===== config.mk =====
export PLATFORM = sky130hd
export DESIGN_NAME = shot_scheduler
export DESIGN_NICKNAME = d
export VERILOG_FILES = /design/src/rtl/shot_scheduler.sv
export SDC_FILE = /design/constraint.sdc
export NUM_CORES = 1
export LEC_CHECK = 0
export BUFFER_PORTS_ARGS = -buffer_cell sky130_fd_sc_hd__buf_2
export CAP_MARGIN = 15
export CORE_AREA = 2 2 223 115
export DETAILED_ROUTE_END_ITERATION = 6
export DIE_AREA = 0 0 225 117
export PLACE_DENSITY = 0.5
export SLEW_MARGIN = 30
export SYNTH_ARGS = -nofsm -noshare
export SYNTH_HDL_FRONTEND = slang
export SYNTH_SLANG_ARGS = --single-unit

===== constraint.sdc =====
create_clock -name clock -period 5.9 [get_ports clock]
set_input_delay 0.295 -clock clock [delete_from_list [all_inputs] [get_ports clock]]
set_output_delay 0.295 -clock clock [all_outputs]
set_load 0.01 [all_outputs]

===== src/rtl/shot_scheduler.sv =====
// Shot scheduler: sequences arm -> detector ready -> start pulse -> detonation -> trigger
// for a configurable number of shots, with holdoff, per-state timeouts, abort and fault latching.
module shot_scheduler #(
  parameter int CNT_W              = 32,
  parameter int SHOT_W             = 8,
  parameter int START_PULSE_CYCLES = 20000
) (
  input  logic              clock,
  input  logic              reset,
  input  logic              arm,
  input  logic              abort,
  input  logic [SHOT_W-1:0] shot_count,
  input  logic [CNT_W-1:0]  holdoff_cycles,
  input  logic [CNT_W-1:0]  timeout_cycles,
  input  logic              detector_ready,
  input  logic              exp_detonation,
  input  logic              exp_trigger,
  output logic              exp_start,
  output logic              busy,
  output logic [SHOT_W-1:0] shots_done,
  output logic              done,
  output logic              error,
  output logic [2:0]        error_code
);

  localparam logic [2:0] S_IDLE       = 3'd0;
  localparam logic [2:0] S_WAIT_READY = 3'd1;
  localparam logic [2:0] S_START      = 3'd2;
  localparam logic [2:0] S_WAIT_DET   = 3'd3;
  localparam logic [2:0] S_WAIT_TRIG  = 3'd4;
  localparam logic [2:0] S_HOLDOFF    = 3'd5;
  localparam logic [2:0] S_DONE       = 3'd6;
  localparam logic [2:0] S_FAULT      = 3'd7;

  localparam logic [CNT_W-1:0]  CNT_ONE    = CNT_W'(1);
  localparam logic [SHOT_W-1:0] SHOT_ONE   = SHOT_W'(1);
  localparam logic [CNT_W-1:0]  PULSE_LAST = CNT_W'(START_PULSE_CYCLES - 1);

  logic [2:0]        state_q, state_d;
  logic [CNT_W-1:0]  timer_q, timer_d;
  logic [SHOT_W-1:0] count_q, count_d;
  logic [CNT_W-1:0]  holdoff_q, holdoff_d;
  logic [CNT_W-1:0]  timeout_q, timeout_d;
  logic [SHOT_W-1:0] shots_done_q, shots_done_d;
  logic              error_q, error_d;
  logic [2:0]        error_code_q, error_code_d;
  logic              arm_prev_q, arm_prev_d;
  logic              det_prev_q, det_prev_d;
  logic              trig_prev_q, trig_prev_d;
  logic              ready_meta_q, ready_meta_d;
  logic              ready_sync_q, ready_sync_d;
  logic              det_latch_q, det_latch_d;

  logic              arm_rise, det_edge, trig_edge;
  logic              timeout_hit, holdoff_over, busy_int, fault;
  logic [2:0]        fault_code;
  logic [SHOT_W-1:0] shots_next;

  assign arm_rise     = arm & ~arm_prev_q;
  assign det_edge     = exp_detonation & ~det_prev_q;
  assign trig_edge    = exp_trigger & ~trig_prev_q;
  assign timeout_hit  = (timeout_q != '0) && (timer_q == timeout_q - CNT_ONE);
  assign holdoff_over = (holdoff_q == '0) || (timer_q >= holdoff_q - CNT_ONE);
  assign shots_next   = shots_done_q + SHOT_ONE;
  assign busy_int     = (state_q != S_IDLE) && (state_q != S_DONE) && (state_q != S_FAULT);

  assign exp_start  = (state_q == S_START);
  assign busy       = busy_int;
  assign done       = (state_q == S_DONE);
  assign shots_done = shots_done_q;
  assign error      = error_q;
  assign error_code = error_code_q;

  always_comb begin
    ready_meta_d = detector_ready;
    ready_sync_d = ready_meta_q;
    arm_prev_d   = arm;
    det_prev_d   = exp_detonation;
    trig_prev_d  = exp_trigger;
    state_d      = state_q;
    count_d      = count_q;
    holdoff_d    = holdoff_q;
    timeout_d    = timeout_q;
    shots_done_d = shots_done_q;
    error_d      = error_q;
    error_code_d = error_code_q;
    det_latch_d  = det_latch_q;
    fault        = 1'b0;
    fault_code   = 3'd0;

    case (state_q)
      S_IDLE: begin
        if (arm_rise && !abort) begin
          count_d      = shot_count;
          holdoff_d    = holdoff_cycles;
          timeout_d    = timeout_cycles;
          shots_done_d = '0;
          error_d      = 1'b0;
          error_code_d = 3'd0;
          state_d      = (shot_count == '0) ? S_DONE : S_WAIT_READY;
        end
      end
      S_WAIT_READY: begin
        if (ready_sync_q) begin
          state_d     = S_START;
          det_latch_d = 1'b0;
        end else if (timeout_hit) begin
          fault      = 1'b1;
          fault_code = 3'd1;
        end
      end
      S_START: begin
        // An early detonation is remembered so WAIT_DET can leave immediately.
        det_latch_d = det_latch_q | det_edge;
        if (timer_q == PULSE_LAST) state_d = S_WAIT_DET;
      end
      S_WAIT_DET: begin
        if (det_latch_q || det_edge) begin
          state_d     = S_WAIT_TRIG;
          det_latch_d = 1'b0;
        end else if (trig_edge) begin
          fault      = 1'b1;
          fault_code = 3'd4;
        end else if (timeout_hit) begin
          fault      = 1'b1;
          fault_code = 3'd2;
        end
      end
      S_WAIT_TRIG: begin
        if (trig_edge) begin
          shots_done_d = shots_next;
          state_d      = (shots_next == count_q) ? S_DONE : S_HOLDOFF;
        end else if (timeout_hit) begin
          fault      = 1'b1;
          fault_code = 3'd3;
        end
      end
      S_HOLDOFF: begin
        if (holdoff_over) state_d = S_WAIT_READY;
      end
      S_DONE: state_d = S_IDLE;
      S_FAULT: begin
        if (!arm) state_d = S_IDLE;
      end
      default: state_d = S_IDLE;
    endcase

    // Abort overrides any event or timeout resolved above in the same cycle.
    if (busy_int && abort) begin
      fault        = 1'b1;
      fault_code   = 3'd5;
      shots_done_d = shots_done_q;
    end
    if (fault) begin
      state_d      = S_FAULT;
      error_d      = 1'b1;
      error_code_d = fault_code;
    end

    if (state_d != state_q) timer_d = '0;
    else if (timer_q != '1) timer_d = timer_q + CNT_ONE;
    else                    timer_d = timer_q;
  end

  // arm_prev resets high so an arm level already present at release is not taken as an edge.
  always_ff @(posedge clock or negedge reset) begin
    if (!reset) begin
      state_q      <= S_IDLE;
      timer_q      <= '0;
      count_q      <= '0;
      holdoff_q    <= '0;
      timeout_q    <= '0;
      shots_done_q <= '0;
      error_q      <= 1'b0;
      error_code_q <= 3'd0;
      arm_prev_q   <= 1'b1;
      det_prev_q   <= 1'b0;
      trig_prev_q  <= 1'b0;
      ready_meta_q <= 1'b0;
      ready_sync_q <= 1'b0;
      det_latch_q  <= 1'b0;
    end else begin
      state_q      <= state_d;
      timer_q      <= timer_d;
      count_q      <= count_d;
      holdoff_q    <= holdoff_d;
      timeout_q    <= timeout_d;
      shots_done_q <= shots_done_d;
      error_q      <= error_d;
      error_code_q <= error_code_d;
      arm_prev_q   <= arm_prev_d;
      det_prev_q   <= det_prev_d;
      trig_prev_q  <= trig_prev_d;
      ready_meta_q <= ready_meta_d;
      ready_sync_q <= ready_sync_d;
      det_latch_q  <= det_latch_d;
    end
  end

endmodule


==> impl_results.md <==
- Outcome: finished clean
- Synth area leaders: dfrtp_1, mux2_2, xor2_1
- Combinational Power Share: a little under three fifths
- Post-Syn Nets: between 900 and 1000
- Vias in the first global route: 6650
- Gate Count Post-Synth: 882
- Arr. time, crit path: between 5 and 6 ns
- DRT Pass-1 Iters: 5
- Total track usage: 19.8%
- Total gr overflow: 0
- HP Class: in -> reg
- Detailed Place HPWL: about 19000 µm
- Synth Flop Type: dfrtp_1
- Minimum clock period: ~5.4 ns
- IO Pins: 94
- Post-CTS setup repair buffer count: 0
- Initial Utilization: between 30% and 40%
- Die height: 117 µm
- Nets@finish: about 1100
- Clock transition at path regs: about 0.060 ns
- Commonest cells after routing, fill and taps aside: dfrtp_1, buf_2, nor2_1, mux2_2, xor2_1
- Asr flop ratio synth: 100%
- Final Hold Viols: 0
- DR vias: 7042
- FILL cells: ~2400
- EDFF count, synth: 0
- Share of the synthesized area in the top cell type: between 30% and 40%
- Synthesized area: ~0.0085 mm²
- Largest net degree at the start of global routing: 77
- Maximum VDD drop: roughly 0.3 mV
- Crit Path Max Fanout: 15
- First-pass GRT wire length: roughly 40000 µm
- Ys Warns: 0
- Worst-skew pair later-pin latency: between 0.4 and 0.5 ns
- Setup CP Type: reg -> reg
- Flops & latches, synth: 125
- Clock Sinks: approximately 130
- Post-synth top area cell: dfrtp_1
- RSZ-0062 raised after global routing: false
- CP Capture Type: flip-flop
- Clk_skew: approximately 0.012 ns
- # H-tree levels: 4
- # Max-Cap Violations: 0
- Die area: ~0.026 mm²
- Clk pwr share: between 10% and 20%
- Post-Syn Area per Cell: approximately 9.6 µm²
- Commonest non-fill, non-tap cell in the layout: dfrtp_1
- Power per cell area: about 620 mW/mm²
- CTS tree: yes
- Final wirelength: roughly 25000 µm
- Routed len/inst: between 15 and 20 µm
- PortBufs: between 90 and 100
- WP data required: around 6.3 ns
- CP startpoint kind: flip-flop
- Setup violators final: 0
- Sequential share of power: 26.5%
- Bufs on Longest Clock Path: 2
- Synth unique cells: 72
- DRC: 0
- Sw Ratio: ~46%
- Post-CTS Resized: 0
- Final RePlAce weighted congestion: about 0.86
- Layout cells sized above 1: a little under a quarter
- Worst slew pin tran: roughly 0.80 ns
- P_leak: 0.00452 µW
- Rows: approximately 40
- Drt first-iter violations: 654
- Design Power: about 6000 µW
- Max Transition Viols Final: 0
- Fmax: 187 MHz
- Inserted Clock Buffers: 17
- Setup TNS: 0 ns
- Vias/cell: 5.43
- Area delta synth->final: 16.5%
- Final period util: around 91%
- Pint: 3330 µW
- Antenna Cells: 0
- Initial antenna violation count: 0
- Sw power: 2780 µW
- Sequential fraction of the synthesis area: 37.0%
- Worst slew margin: approximately 46%
- CTS root buf: clkbuf_16
- Post-route ant nets: 0
- Die width: 225 µm
- Core area: 0.0246 mm²
## cells in the mapped netlist, types with 17 or more instances
cell type  count
nand4_1       31
nor2_1        72
xor2_1        58
a21oi_1       22
clkbuf_1      34
nor4_1        17
nor3_1        42
a21o_1        19
mux2_2        72
xnor2_1       54
ha_1          36
dfrtp_1      124
inv_1         17
o21ai_0       26
nand2_1       51
nand3_1       29
## worst paths after layout
check	slack, ns	start	cells past startpoint	endpoint
max in group asynchronous	4.22	reset	3	holdoff_q[22]
worst max register to register	0.55	holdoff_q[6]	19	timer_q[10]
min in group asynchronous	0.44	reset	2	timeout_q[8]
worst min register to register	0.36	ready_meta_q	0	ready_sync_q
worst max-delay path	0.55	holdoff_q[6]	19	timer_q[10]
worst min-delay path	0.09	timeout_cycles[2]	2	timeout_q[2]
## final cells by class
cell class	instances	area (µm²)	area share, %
clock buffers	22	454	4.60
clock inverters	10	164	1.66
inverters	18	67.6	0.685
multi-input cells	697	5090	51.6
flip-flops and latches	125	3130	31.7
well taps	322	403	4.08
repair buffers	102	552	5.59
## layer usage
layer	vias up	routed length, µm	global-route usage (%)
met4	2	261	5.39
met1	3407	13700	31.2
met5	-	97	2.69
met2	220	8820	24.2
li1	3392	-	-
met3	21	1970	6.59
## through the flow
| stage | cell area, µm² | hold slack (ns) | cells | worst slack, ns | util [%] |
|---|---|---|---|---|---|
| 3_3_place_gp | 9180 | 0.346 | 1259 | 0.734 | 37.4 |
| 6_report | 9860 | 0.0858 | 1296 | 0.546 | 40.1 |
| 4_1_cts | 9850 | 0.0128 | 1295 | 0.578 | 40.1 |
| 2_1_floorplan | 8470 | -0.000591 | 882 | 1.33 | - |
| 3_5_place_dp | 9190 | 0.347 | 1259 | 0.597 | 37.4 |
| 5_1_grt | 9860 | 0.0701 | 1296 | 0.0947 | 40.1 |
## state kept, by name, indices dropped and copies added, names as in the netlist, 3 cells and up
signal and count:
error_code 3, timer_q 32, count_q 8, holdoff_q 32, state_q 3, shots_done 8
timeout_q 32
## power groups by stage
stage	Combinational, µW	Sequential, µW	Clock [µW]
3_3_place_gp	3320	1620	0
2_1_floorplan	2700	1390	0
4_1_cts	3350	1610	1150
6_report	3370	1620	1120
3_5_place_dp	3320	1630	0
5_1_grt	3770	1680	1190
## worst max-delay path, cell delays in order (launching register included)
cell and delay [ns]:
dfrtp_1 0.43, or4_1 0.61, nor3_1 0.35, nand2_1 0.12, nor4_1 0.45, nand2_1 0.28
or4b_2 0.71, xor2_1 0.16, ha_1 0.18, a21o_1 0.15, a21o_1 0.17, a21oi_1 0.13
o211a_1 0.19, o211ai_1 0.09, o21ai_0 0.32, a21oi_1 0.09, o211ai_1 0.28, nand4_4 0.19
buf_4 0.26, nor2_1 0.13
## kinds of logic (layout without fill, tap and decap cells)
logic type / after synthesis / in the layout / share of synthesized area, %
AO/OA/AOI/OAI: 125 / 125 / 10.1
XOR/XNOR: 113 / 113 / 11.9
adder cells (fa/ha/maj): 36 / 36 / 5.32
buffers and inverters: 60 / 152 / 3.07
flip-flops: 125 / 125 / 37.0
multiplexers: 75 / 75 / 9.93
AND/OR/NAND/NOR: 348 / 348 / 22.8
## repair_timing
action,in CTS,in global routing
hold endpoints to repair,4,68
hold buffers,4,1
endpoints found under the setup margin,0,0
Note: power is estimated with default switching activity, not from simulation.
